[src/rtl/grid_pkg.sv]
// grid_pkg: shared grid geometry, grid type and cell-index helper for the Life engine
package grid_pkg;
  localparam int GRID_ROWS = 16;
  localparam int GRID_COLS = 16;
  localparam int GRID_W = GRID_ROWS * GRID_COLS;
  typedef logic [GRID_W-1:0] grid_t;
  function automatic int grid_idx(input int row, input int col);
    return row * GRID_COLS + col;
  endfunction
endpackage

[src/rtl/grid_match_enc.sv]
// grid_match_enc: finds the smallest period k whose valid history slot k-1 equals d
//   d      in  W            candidate next generation
//   hist   in  W x DEPTH    stored generations, hist[0] = current
//   valid  in  DEPTH        slot holds a real generation
//   period out PW           smallest matching k, 0 = none
//   hit    out 1            any slot matched
module grid_match_enc
  import grid_pkg::*;
#(
  parameter int W = grid_pkg::GRID_W,
  parameter int DEPTH = 4,
  parameter int PW = $clog2(DEPTH + 1)
) (
  input  logic [W-1:0]     d,
  input  logic [W-1:0]     hist [DEPTH],
  input  logic [DEPTH-1:0] valid,
  output logic [PW-1:0]    period,
  output logic             hit
);
  logic [DEPTH-1:0] eq;
  for (genvar k = 0; k < DEPTH; k++) begin : g_cmp
    assign eq[k] = valid[k] & (d == hist[k]);
  end
  // scan from the deepest slot so the shallowest match overwrites and wins
  always_comb begin
    period = '0;
    for (int k = DEPTH - 1; k >= 0; k--) period = eq[k] ? PW'(k + 1) : period;
  end
  assign hit = |eq;
endmodule

[src/rtl/grid_history_reg.sv]
// grid_history_reg: Life generation register with history-based period/extinction detection
//   clk, reset   rising-edge clock, synchronous active-high reset
//   seed, load   initial grid; load reseeds exactly like reset
//   en, d        advance one generation, accepting d
//   q            current generation
//   gen_count    saturating advance count since reset/load
//   period       smallest detected period, 0 = none (sticky while holding)
//   stable       period == 1
//   extinct      q == 0
//   halted       auto-halt engaged, en ignored
module grid_history_reg
  import grid_pkg::*;
#(
  parameter int GRID_W = grid_pkg::GRID_W,
  parameter int DEPTH = 4,
  parameter int CNT_W = 16,
  parameter int AUTO_HALT = 1,
  localparam int PW = $clog2(DEPTH + 1)
) (
  input  logic              clk,
  input  logic              reset,
  input  logic [GRID_W-1:0] seed,
  input  logic              load,
  input  logic              en,
  input  logic [GRID_W-1:0] d,
  output logic [GRID_W-1:0] q,
  output logic [CNT_W-1:0]  gen_count,
  output logic [PW-1:0]     period,
  output logic              stable,
  output logic              extinct,
  output logic              halted
);
  logic [GRID_W-1:0] hist [DEPTH];
  logic [DEPTH-1:0]  valid;
  logic [PW-1:0]     period_next;
  logic              hit;
  grid_match_enc #(.W(GRID_W), .DEPTH(DEPTH)) u_enc (
    .d      (d),
    .hist   (hist),
    .valid  (valid),
    .period (period_next),
    .hit    (hit)
  );
  // older history contents are left stale on reseed; the valid bits mask them out
  always_ff @(posedge clk) begin
    if (reset | load) begin
      hist[0]   <= seed;
      valid     <= DEPTH'(1);
      gen_count <= '0;
      period    <= '0;
      halted    <= 1'b0;
    end else if (en & ~halted) begin
      for (int i = DEPTH - 1; i > 0; i--) hist[i] <= hist[i-1];
      hist[0]   <= d;
      valid     <= (valid << 1) | DEPTH'(1);
      gen_count <= gen_count + CNT_W'(~&gen_count);
      period    <= period_next;
      halted    <= (AUTO_HALT != 0) & hit;
    end
  end
  assign q       = hist[0];
  assign stable  = period == PW'(1);
  assign extinct = ~|q;
endmodule

[config.mk]
export PLATFORM = sky130hd
export DESIGN_NAME = grid_history_reg
export DESIGN_NICKNAME = d
export VERILOG_FILES = /design/src/rtl/grid_pkg.sv /design/src/rtl/grid_match_enc.sv /design/src/rtl/grid_history_reg.sv
export SDC_FILE = /design/constraint.sdc
export NUM_CORES = 2
export LEC_CHECK = 0
export CORE_MARGIN = 2
export CORE_UTILIZATION = 30
export CTS_CLUSTER_DIAMETER = 150
export CTS_CLUSTER_SIZE = 10
export DETAILED_ROUTE_END_ITERATION = 10
export GPL_TIMING_DRIVEN = 0
export PLACE_DENSITY = 0.58
export SKIP_CTS_REPAIR_TIMING = 1
export SYNTH_ARGS = -nofsm -noshare
export SYNTH_HDL_FRONTEND = slang
export SYNTH_SLANG_ARGS = --single-unit
[constraint.sdc]
create_clock -name clk -period 36.4 [get_ports clk]
set_clock_uncertainty 0.1 [all_clocks]
set_input_delay 7.28 -clock clk [delete_from_list [all_inputs] [get_ports clk]]
set_output_delay 7.28 -clock clk [all_outputs]
set_load 0.1 [all_outputs]
==> flow_metrics.py <==
metrics = {
    "job": {
        "drv.max_cap_violation_count": 11,
    },
    "route": {
        "route.antenna.remaining_nets": 0,
        "drt_drc_violations_left": 0,
        "routed-via-count": 41130,
        "routed_wire_length_microns": 393500,
        "firstDrtPassIters": 5,
        "post_drt_wl_per_cell_microns": 58.80,
        "detail_route.iter0.violations": 7959,
        "avgViaCountPerCell": 6.146,
    },
    "critical_path": {
        "regToRegEndpoint": "period[2]",
        "crit_path_start_kind": "register",
        "worst-endpoint-required_ps": 29020,
        "path_max_fanout": 4,
        "ff2ff_path_depth": 8,
        "cp_data_arrival_time_ps": 5050,
        "timing.reg2reg.setup_slack_ps": 30650,
        "critical_path.startpoint": "q[111]",
        "setup.worst_path.class": "reg -> out",
        "crit_path_end_kind": "output port",
        "crit_end": "extinct",
        "rr_startpoint": "hist[388]",
    },
    "synthesis": {
        "yosysWarnings": 0,
        "ys_seq_elements": 1047,
        "synth_enable_flop_cells": 1024,
        "yosys.area_share.simple_pct": 9.187,
        "mappedNetlistNets": 4200,
        "post_synth_instance_area_sq_um": 49740,
        "synthesis.instances": 3682,
        "synth.yosys.seq_area_share_pct": 62.75,
        "synth_top_family_by_area": "XOR/XNOR gates",
        "share_of_synthesized_registers_carrying_an_async_set_or_reset_pct": 0,
        "ys_types": 54,
        "synth.largest_area_cell": "edfxtp_1",
        "synth_top_area_share_pct": 61.82,
        "xor_xnor_cell_area_share_of_the_yosys_netlist_pct": 11.62,
        "synth_area_per_cell_sq_um": 13.51,
        "post_synthesis_compound_gate_area_fraction_pct": 9.396,
        "synthTopCellsByArea": "edfxtp_1 62%, xor2_1 6.3%, xnor2_1 5.3%",
        "synth_adder_area_share_pct": 0.05031,
        "synth.area.mux_share_pct": 0,
        "ys.flop_type": "edfxtp_1",
    },
    "pwr": {
        "power.leakage_nw": 21.38,
        "vdd_ir_drop_max_mv": 0.03867,
        "powerDensity_nw_per_um2": 52.89,
    },
    "sta": {
        "postLayoutSetupSlackWorst_ps": 23970,
        "max_slew_margin_pct": -12.90,
        "slew_of_the_pin_with_the_lowest_slew_margin_ps": 1693,
        "finalCritPeriodShare_pct": 34.14,
        "timing.final.max_slew_violations": 66,
        "rsz0062_at_grt": "false",
        "min_hold_slack_ps": 341.9,
        "max_freq_mhz": 80.47,
        "final_hold_viol_count": 0,
        "finalSetupViolations": 0,
        "period_minus_slack_ps": 12430,
    },
    "finish": {
        "layout_commonest_cell": "edfxtp_1",
        "layout-drive-gt1-share_pct": 10.96,
        "final_cell_mix": "1024 x edfxtp_1, 630 x clkdlybuf4s50_1, 358 x xor2_1",
        "regArea_sq_um": 31210,
        "final_cells": 6692,
        "nets": 4982,
        "multiInputGateArea_sq_um": 15250,
        "fillCellCount": 15970,
        "syn_to_final_growth_pct": 26.21,
    },
    "place": {
        "place_worst_setup_slack_ps": 23440,
        "placement.io_buffers": 631,
        "detailed_placement_wirelength_estimate_microns": 334700,
        "gp_congestion": 1.047,
        "place.detailed.instances": 6535,
    },
    "clocking": {
        "root_buffer": "clkbuf_16",
        "ctsLongestPathBuffers": 3,
        "numCtsBuffers": 114,
        "htreeDepth": 3,
        "clock_insertion_delay_worst_skew_ps": 820,
        "cts.sinks": 1047,
        "cts.reportedPaths.clkPinSlew_ps": 70,
        "tritoncts_clock_tree": "yes",
    },
    "die": {
        "core.rowCount": 149,
        "die_width_microns": 411.2,
        "design.die.area_sq_um": 169100,
        "die_height_microns": 411.2,
        "placeableCoreArea_sq_um": 164800,
        "initial_core_utilization_pct": 30.18,
        "boundaryPins": 794,
    },
    "outcome": {
        "status": "complete, but fails checks",
        "violations_in_the_final_reports": "max-capacitance violations, max-slew violations",
    },
    "global_route": {
        "initial_antenna_violation_count": 78,
        "grt_start_max_net_pins": 109,
        "grt.overflow.total": 0,
        "grt_use_met3_pct": 12.26,
        "global_route_wire_length_before_repair_microns": 469400,
        "global_route.usage.met2_pct": 66.90,
        "grt.met1_usage_pct": 59.10,
        "first_global_vias": 36760,
        "busiest_layer": "met2",
        "global_route.usage.total_pct": 45.26,
    },
    "hold_path": {
        "hold_path.class": "reg -> reg",
    },
}
==> Yosys cell counts (10+ instances only) <==
master,count
nor4_1,213
o2111ai_1,70
a2111oi_0,20
xor2_1,358
nand2_1,27
nor2_1,30
a21oi_1,10
a221oi_1,14
o2bb2ai_1,25
a22oi_1,10
nand4_1,136
inv_1,168
nand3_1,13
edfxtp_1,1024
inv_2,19
nor3_1,14
xnor2_1,302
a2111o_1,21
nand2b_1,211
a22o_1,288
nor2b_1,84
dfxtp_1,23
clkbuf_1,211
o22ai_1,75
buf_4,257
==> where the power goes <==
group	internal, mW	leakage [nW]	switching [mW]
logic	0.190	9.89	0.526
clock network	0.558	1.49	0.536
registers	1.39	10.0	0.122
total	2.14	21.4	1.18
==> worst min path at each step <==
stage,from,endpoint,slack [ps],depth (start not counted)
global route,hist[621],hist[365],330,0
floorplan,hist[365],hist[109],330,0
CTS,hist[621],hist[365],330,0
global placement,hist[590],hist[334],330,0
detailed placement,hist[590],hist[334],340,0
finish,hist[621],hist[365],340,0
==> critical path: stages, from the launching register on <==
cell,delay [ps]
edfxtp_1,640
nor4_1,670
nand4_1,600
nor4_2,660
buf_6,260
and4_1,270
clkdlybuf4s50_1,1170
==> per-layer routing <==
layer | vias up | routed length (microns)
met3 | 680 | 42840
met1 | 21800 | 153300
met5 | - | 187
li1 | 15090 | -
met4 | 28 | 29300
met2 | 3533 | 167900
==> through the flow <==
step	total power [mW]	TNS [ps]	utilization (%)	instance area, sq um
final	3.320	0	38.09	62780
after global routing	3.336	0	38.06	62730
after CTS	3.287	0	38.02	62660
after detailed placement	2.219	0	36.15	59580
after global placement	2.262	-5580980	35.68	58790
after floorplan	1.851	0	-	49740
==> cell type report <==
class                   instances  share of cell area [%]
plain buffers                 479                   4.451
clock buffers                 124                   4.604
multi-input cells            1968                   24.29
well taps                    2189                   4.363
flip-flops and latches       1047                   49.72
clock inverters                 8                  0.3089
diodes                         23                 0.09168
inverters                     188                   1.136
repair buffers                666                   11.03
==> state kept, by name (all words and copies together) (netlist names) <==
register,flops
gen_count,16
period,3
hist,768
valid,3
q,256
halted,1
==> kinds of logic (layout without fill, tap and decap cells) <==
group | after synthesis | after routing
AOI/OAI and AO/OA | 556 | 556
xor gates and xnor gates | 660 | 660
adders and majority gates | 2 | 2
buffers and inverters | 667 | 1465
DFF | 1047 | 1047
other | 0 | 23
and+or+nand+nor | 750 | 750
Note: power is estimated with default switching activity, not from simulation.
